File: src/rtl/ctrl_packet_injector.sv
// Merges queued host control commands into idle gaps of a forward packet stream
// and forwards the backward instruction path with one cycle of latency.
module ctrl_packet_injector #(
    parameter int DATA_WIDTH                  = 512,
    parameter int STREAM_ID_NUM               = 16,
    parameter int CHUNK_ID_NUM                = 32,
    parameter int CHANNEL_ID_NUM              = 1024,
    parameter int STATE_WIDTH                 = 32,
    parameter int INSTRUCTION_WIDTH           = 2,
    parameter int INSTRUCTION_PARAMETER_WIDTH = 16,
    parameter logic [INSTRUCTION_WIDTH-1:0] INSTRUCTION_CMD_RESET = 2'd3,
    parameter int CMD_FIFO_DEPTH              = 4,
    localparam int SW = $clog2(STREAM_ID_NUM),
    localparam int KW = $clog2(CHUNK_ID_NUM),
    localparam int CW = $clog2(CHANNEL_ID_NUM),
    localparam int FW = $clog2(CMD_FIFO_DEPTH) + 1
) (
    input  logic                                   clk,
    input  logic                                   rstIn,
    input  logic [DATA_WIDTH-1:0]                  up_Data,
    input  logic [1:0]                             up_Type,
    input  logic                                   up_Last,
    input  logic [SW-1:0]                          up_StreamID,
    input  logic [KW-1:0]                          up_ChunkID,
    input  logic [CW-1:0]                          up_ChannelID,
    input  logic [STATE_WIDTH-1:0]                 up_State,
    output logic [DATA_WIDTH-1:0]                  dn_Data,
    output logic [1:0]                             dn_Type,
    output logic                                   dn_Last,
    output logic [SW-1:0]                          dn_StreamID,
    output logic [KW-1:0]                          dn_ChunkID,
    output logic [CW-1:0]                          dn_ChannelID,
    output logic [STATE_WIDTH-1:0]                 dn_State,
    input  logic [INSTRUCTION_WIDTH-1:0]           dn_InstructionType,
    input  logic [SW-1:0]                          dn_InstructionStreamID,
    input  logic [CW-1:0]                          dn_InstructionChannelID,
    input  logic [INSTRUCTION_PARAMETER_WIDTH-1:0] dn_InstructionParameter,
    output logic [INSTRUCTION_WIDTH-1:0]           up_InstructionType,
    output logic [SW-1:0]                          up_InstructionStreamID,
    output logic [CW-1:0]                          up_InstructionChannelID,
    output logic [INSTRUCTION_PARAMETER_WIDTH-1:0] up_InstructionParameter,
    input  logic                                   cmd_valid,
    output logic                                   cmd_ready,
    input  logic                                   cmd_write,
    input  logic [CW-1:0]                          cmd_hop,
    input  logic [SW-1:0]                          cmd_streamID,
    input  logic [STATE_WIDTH-1:0]                 cmd_addr,
    input  logic [31:0]                            cmd_data,
    output logic [FW-1:0]                          fifo_level,
    output logic [15:0]                            starve_cnt
);

    localparam int AW = FW - 1;
    localparam logic [FW-1:0] FULL_LEVEL = FW'(CMD_FIFO_DEPTH);

    logic [AW-1:0]          wr_ptr;
    logic [AW-1:0]          rd_ptr;
    logic [FW-1:0]          count;
    logic                   in_packet;

    logic                   q_write [CMD_FIFO_DEPTH];
    logic [CW-1:0]          q_hop   [CMD_FIFO_DEPTH];
    logic [SW-1:0]          q_sid   [CMD_FIFO_DEPTH];
    logic [STATE_WIDTH-1:0] q_addr  [CMD_FIFO_DEPTH];
    logic [31:0]            q_data  [CMD_FIFO_DEPTH];

    logic                   flush_p0;
    logic                   free_slot_p0;
    logic                   push_p0;
    logic                   vld_p0;
    logic [KW-1:0]          inj_chunk_p0;

    // stage p0: slot detection, queue handshake and injection decision
    assign flush_p0     = (dn_InstructionType == INSTRUCTION_CMD_RESET);
    assign free_slot_p0 = (up_Type == 2'b00) && !in_packet;
    assign vld_p0       = free_slot_p0 && (count != '0) && !flush_p0;
    assign cmd_ready    = !rstIn && (count != FULL_LEVEL) && !flush_p0;
    assign push_p0      = cmd_valid && cmd_ready;
    assign fifo_level   = count;

    always_comb begin
        inj_chunk_p0         = '0;
        inj_chunk_p0[KW-1]   = 1'b1;
        inj_chunk_p0[0]      = q_write[rd_ptr];
    end

    always_ff @(posedge clk) begin
        if (push_p0) begin
            q_write[wr_ptr] <= cmd_write;
            q_hop[wr_ptr]   <= cmd_hop;
            q_sid[wr_ptr]   <= cmd_streamID;
            q_addr[wr_ptr]  <= cmd_addr;
            q_data[wr_ptr]  <= cmd_data;
        end
    end

    always_ff @(posedge clk or posedge rstIn) begin
        if (rstIn) begin
            wr_ptr     <= '0;
            rd_ptr     <= '0;
            count      <= '0;
            in_packet  <= 1'b0;
            starve_cnt <= '0;
        end else begin
            if (up_Type != 2'b00) begin
                in_packet <= !up_Last;
            end
            if (push_p0) begin
                wr_ptr <= wr_ptr + 1'b1;
            end
            // A flush drops everything queued; push is already blocked via cmd_ready.
            if (flush_p0) begin
                rd_ptr <= wr_ptr;
                count  <= '0;
            end else begin
                if (vld_p0) begin
                    rd_ptr <= rd_ptr + 1'b1;
                end
                if (push_p0 && !vld_p0) begin
                    count <= count + 1'b1;
                end else if (!push_p0 && vld_p0) begin
                    count <= count - 1'b1;
                end
            end
            if (vld_p0 || (count == '0) || flush_p0) begin
                starve_cnt <= '0;
            end else if (!free_slot_p0 && (starve_cnt != 16'hFFFF)) begin
                starve_cnt <= starve_cnt + 16'd1;
            end
        end
    end

    // stage p1: registered forward and backward outputs
    always_ff @(posedge clk or posedge rstIn) begin
        if (rstIn) begin
            dn_Data                 <= '0;
            dn_Type                 <= 2'b00;
            dn_Last                 <= 1'b0;
            dn_StreamID             <= '0;
            dn_ChunkID              <= '0;
            dn_ChannelID            <= '0;
            dn_State                <= '0;
            up_InstructionType      <= '0;
            up_InstructionStreamID  <= '0;
            up_InstructionChannelID <= '0;
            up_InstructionParameter <= '0;
        end else begin
            up_InstructionType      <= dn_InstructionType;
            up_InstructionStreamID  <= dn_InstructionStreamID;
            up_InstructionChannelID <= dn_InstructionChannelID;
            up_InstructionParameter <= dn_InstructionParameter;
            if (vld_p0) begin
                dn_Data      <= {(DATA_WIDTH/32){q_data[rd_ptr]}};
                dn_Type      <= 2'b10;
                dn_Last      <= 1'b1;
                dn_StreamID  <= q_sid[rd_ptr];
                dn_ChunkID   <= inj_chunk_p0;
                dn_ChannelID <= q_hop[rd_ptr];
                dn_State     <= q_addr[rd_ptr];
            end else begin
                dn_Data      <= up_Data;
                dn_Type      <= up_Type;
                dn_Last      <= up_Last;
                dn_StreamID  <= up_StreamID;
                dn_ChunkID   <= up_ChunkID;
                dn_ChannelID <= up_ChannelID;
                dn_State     <= up_State;
            end
        end
    end

endmodule

File: config.mk
export PLATFORM = sky130hd
export DESIGN_NAME = ctrl_packet_injector
export DESIGN_NICKNAME = d
export VERILOG_FILES = /design/src/rtl/ctrl_packet_injector.sv
export SDC_FILE = /design/constraint.sdc
export NUM_CORES = 1
export LEC_CHECK = 0
export CAP_MARGIN = 20
export CELL_PAD_IN_SITES_DETAIL_PLACEMENT = 0
export CELL_PAD_IN_SITES_GLOBAL_PLACEMENT = 1
export CORE_AREA = 10 10 495 497
export CTS_CLUSTER_DIAMETER = 100
export DETAILED_ROUTE_END_ITERATION = 12
export DIE_AREA = 0 0 505 507
export MAX_ROUTING_LAYER = met4
export PLACE_DENSITY_LB_ADDON = 0.1
export SKIP_CTS_REPAIR_TIMING = 1
export SLEW_MARGIN = 10
export SYNTH_ARGS = -nofsm -noshare
export SYNTH_HDL_FRONTEND = slang
export SYNTH_SLANG_ARGS = --single-unit
File: constraint.sdc
create_clock -name clk -period 30.1 [get_ports clk]
set_input_delay 6.02 -clock clk [delete_from_list [all_inputs] [get_ports clk]]
set_output_delay 6.02 -clock clk [all_outputs]
set_load 0.03 [all_outputs]
* Yosys cells after proc, flatten, opt, wreduce, memory -nomap -nowiden
Memories as Yosys holds them, arrays and structs flattened.
Cells that the tools add are included.
** Storage, ports and cells
- Bits of input ports :: 680
- Register bits :: 622
- Output and inout port bits :: 618
- RAM bits :: 316
- Logic and storage cells :: 70
- Memories kept :: 5
** Operators by class
- Reductions and logical operators :: 25
- Add/subtract/negate cells :: 5
- Muxes and demuxes :: 16
- Equality and inequality tests :: 3
** Memories
- q_addr :: words 4, bits a word 32, rd ports 1, clocked after memory_dff 0, wr ports 1, RTL line 64 : logic [STATE_WIDTH-1:0] q_addr [CMD_FIFO_DEPTH];
- q_data :: words 4, bits a word 32, rd ports 1, clocked after memory_dff 0, wr ports 1, RTL line 65 : logic [31:0] q_data [CMD_FIFO_DEPTH];
- q_hop :: words 4, bits a word 10, rd ports 1, clocked after memory_dff 0, wr ports 1, RTL line 62 : logic [CW-1:0] q_hop [CMD_FIFO_DEPTH];
- q_sid :: words 4, bits a word 4, rd ports 1, clocked after memory_dff 0, wr ports 1, RTL line 63 : logic [SW-1:0] q_sid [CMD_FIFO_DEPTH];
- q_write :: words 4, bits a word 1, rd ports 1, clocked after memory_dff 0, wr ports 1, RTL line 61 : logic q_write [CMD_FIFO_DEPTH];
** Operators by type and width (number)
- two-way mux 512 bit :: 1
- two-way mux 16 bit :: 2
- two-way mux 32 bit :: 1
- adder 16 x 1 -> 16 bit, second input constant :: 1
- != test 16 bit, second input constant :: 1
- two-way mux 10 bit :: 1
- logical AND 1 bit :: 9
- two-way mux 3 bit :: 3
- logical NOT 1 bit :: 7
- two-way mux 2 bit :: 3
- nonzero test 2 bit :: 3
- nonzero test 3 bit :: 2
- two-way mux 5 bit :: 1
- adder 2 x 1 -> 2 bit, second input constant :: 2
- two-way mux 4 bit :: 1
- adder 3 x 1 -> 3 bit, second input constant :: 1
- logical NOT 3 bit :: 1
- two-way mux 1 bit :: 3
- != test 3 bit, second input constant :: 1
- subtractor 3 x 1 -> 3 bit, second input constant :: 1
- == test 2 bit, second input constant :: 1
- logical NOT 2 bit :: 1
- logical OR 1 bit :: 2

* Logic depth before layout (Yosys ltp)
- Word-level depth :: 9
- Gate-level depth with buffers :: 12
- Depth with buffers taken out :: 7

* Worst setup path before layout
No wires, ideal clock.
- Kind :: in2out
- Start :: input dn_InstructionType[0]
- End :: output cmd_ready
- Path slack :: 17.043 ns
- Cell stages on the path :: 3
- Buffers on the path :: 1
- Arrival time :: 7.037 ns
- Cells stage by stage :: and2_1 -> clkbuf_1 -> nor3_1
** On the way
- Longest elaborated chain between the ends :: 3
** RTL lines
- from (decl) :: RTL line 34 : input logic [INSTRUCTION_WIDTH-1:0] dn_InstructionType,
- == test 2 bit :: RTL line 74 : assign flush_p0 = (dn_InstructionType == INSTRUCTION_CMD_RESET);
- logical NOT 1 bit :: RTL line 77 : assign cmd_ready = !rstIn && (count != FULL_LEVEL) && !flush_p0;
- logical AND 1 bit :: RTL line 77
- to (decl) :: RTL line 43 : output logic cmd_ready,
No other way between the ends.

* Worst setup path in the final report
Ends and elaborated chain as after synthesis.

==> metrics.yaml <==
h-tree-depth: 4
critPathSlowestCell: "clkdlybuf4s50_1"
detail-route-antenna-nets: 2
yosys_warnings: 0
seq_area_frac_synth: 0.7423
slew-limit-headroom: 0.2603
cts-root-buf: "clkbuf_16"
hold_viol: 0
clock_skew_ns: 0.03480
wl_per_cell_um: 32.97
p_per_area_mw_per_mm2: 75.95
clock-sinks: 938
violations: "antenna rules"
setup_violations: 0
avgViaCountPerCell: 3.533
synth_edf_count: 316
path_buf_inv: 2
hpwl_um: 167500
rsz0062_at_grt: "no"
cts_max_path_buffers: 3
cp-start-kind: "input pin"
grt_use_total: 0.1666
synth_top_cell_area_share: 0.4612
grt_pass1_wl_um: 273700
wl_um: 215700
fin_crit_ns: 13.72
fin_nets: 3911
drc: 0
synth_area_mm2: 0.03375
gp_congestion: 0.8156
syn-num-nets: 2590
hold_path_class: "reg -> reg"
vdd_drop_max_mv: 0.03999
path_cells: "clkdlybuf4s50_1, and2_1, nor3_1, clkdlybuf4s50_1"
syn_avg_cell_area_um2: 17.73
crit_path_frequent_cell: "clkdlybuf4s50_1"
die_y_um: 507
synthFlopType: "dfrtp_1"
cp_top_family: "buffers and inverters"
vias: 23110
cp-end-kind: "output pin"
die_w_um: 505
maxCapViolations: 0
drt-initial-drc-count: 1410
power.leakage_nw: 22.55
yosys.area.top_type: "dfrtp_1"
layout_worst_path_cycle_share: 0.4558
io_buffer_count: 1297
fmax_mhz: 72.88
ios: 1298
grt_max_degree: 133
drt_pre_antenna_iters: 5
tightest_slew_ns: 1.107
placed_area_mm2: 0.04988
stdcell_area_mm2: 0.05446
clock_latency_ns: 0.79
tns_ns: 0
cts_tree: "built"
required_ns: 24.08
synth_cells: 1904
synth_area_leaders: "dfrtp_1 46%, edfxtp_1 28%, a21o_1 11%"
synth-async-reset-ratio: 0.6631
core_mm2: 0.2347
cts_made_buffers: 134
worstPathMaxFanout: 9
outcome: "complete, but fails checks"
synth_cell_types: 50
final_layout_size_suffix_gt1_frac: 0.1199
ys_ff_latch: 938
slew_violations: 0
crit_type: "in -> out"
grt-ovfl-total: 0
clkTransAtPathRegs_ns: 0.05
arrival_ns: 7.70
row_count: 178
antenna_found_initial: 229
grt_pass1_vias: 24070
critical_path.max_stage_delay_ns: 0.71
die-area_mm2: 0.2560
initial_utilization: 0.1438
area_growth_pct: 61.36
[registers in the layout (all words and copies together), names as in the netlist, 3 cells and up]
signal	cells
up_InstructionParameter	16
dn_ChunkID	5
dn_ChannelID	10
q_addr	128
q_sid	16
fifo_level	3
up_InstructionStreamID	4
q_hop	40
q_data	128
dn_Data	512
up_InstructionChannelID	10
dn_StreamID	4
starve_cnt	16
q_write	4
dn_State	32
[stage by stage]
step	std cells	hold slack, ns	setup WS (ns)	util	power (mW)
global placement	6239	0.5457	16.31	0.2125	2.588
CTS	6478	0.5675	16.38	0.2313	4.242
floorplan	1904	0.5001	6.661	-	2.052
finish	6542	0.5609	16.38	0.2320	4.136
detailed placement	6239	0.5609	16.37	0.2125	2.583
global route	6524	0.6065	16.30	0.2318	4.328
[power by group]
group,total [mW],internal [mW],switching (mW)
clock network,1.61,0.955,0.652
logic,1.01,0.427,0.587
registers,1.52,1.46,0.0576
[layout make-up]
class,count,area (um^2)
Fill cell,24820,180300
Sequential cell,938,25060
Timing Repair Buffer,1343,13370
Multi-Input combinational cell,802,7483
Tap cell,3150,3941
Clock buffer,193,3847
Clock inverter,46,570.5
Antenna cell,64,160.2
Inverter,6,30.03
[layout by cell type (no fill, tap or decap), drive strengths merged, types with 6 or more instances in the layout]
cell,Yosys,routed
buf,146,46
clkbuf,12,193
clkdlybuf4s50,0,1297
nand3,8,8
nand4,6,6
diode,0,64
mux2,47,47
mux4,79,79
edfxtp,316,316
and3,6,6
inv,6,16
nor2b,32,32
bufinv,0,7
dfrtp,622,622
and2,11,11
nand2,18,18
o21ai,12,12
clkinv,0,25
a21oi,14,14
a21o,512,512
[routing by layer]
metal,up-vias,track usage,part of all wire
li1,9719,-,-
met1,11740,0.1776,0.37
met2,1173,0.2954,0.51
met3,476,0.06628,0.090
met4,0,0.02700,0.024
met5,-,-,0
[path summary, 6_finish.rpt]
kind / start / endpoint / slack, ns / depth (start not counted)
setup reg to reg: fifo_level[2]$_DFFE_PP0P_ / dn_Data[269]$_DFF_PP0_ / 24.22 / 8
min in group asynchronous: rstIn / dn_StreamID[0]$_DFF_PP0_ / 5.78 / 2
hold reg to reg: starve_cnt[7]$_DFFE_PP0P_ / starve_cnt[7]$_DFFE_PP0P_ / 0.56 / 2
max in group asynchronous: rstIn / dn_Data[426]$_DFF_PP0_ / 21.41 / 5
setup / recovery: dn_InstructionType[0] / cmd_ready / 16.38 / 4
hold / removal: starve_cnt[7]$_DFFE_PP0P_ / starve_cnt[7]$_DFFE_PP0P_ / 0.56 / 2
[logic make-up after synthesis]
| logic type | Yosys count | share of synthesized area |
|---|---|---|
| AOI/OAI and AO/OA | 556 | 0.1225 |
| xor gates and xnor gates | 5 | 0.001298 |
| adders and majority gates | 6 | 0.002447 |
| buffers and inverters | 164 | 0.04152 |
| DFF | 938 | 0.7423 |
| muxes | 129 | 0.07118 |
| and+or+nand+nor | 106 | 0.01876 |
[cell usage after synthesis (3+ instances only)]
master,n
mux2i_1,3
or3_1,5
mux2_2,47
mux4_2,62
buf_6,85
xor2_1,3
buf_2,48
nand4_1,6
nor2b_1,32
nand2_1,18
and3_1,6
o31ai_1,3
dfrtp_1,622
ha_1,5
a21o_1,512
inv_1,6
nor3_1,4
buf_4,8
or4_1,3
nand2b_1,5
nand3_1,7
and2_1,11
o21ai_0,12
clkbuf_1,10
mux4_1,17
a21oi_1,14
edfxtp_1,316
a2111o_1,4
[worst min-delay path: stages (launching register included)]
cell and delay (ns):
dfrtp_1 0.40, nand2_1 0.07, mux2i_1 0.06
Power figures use the tool's default switching activity.
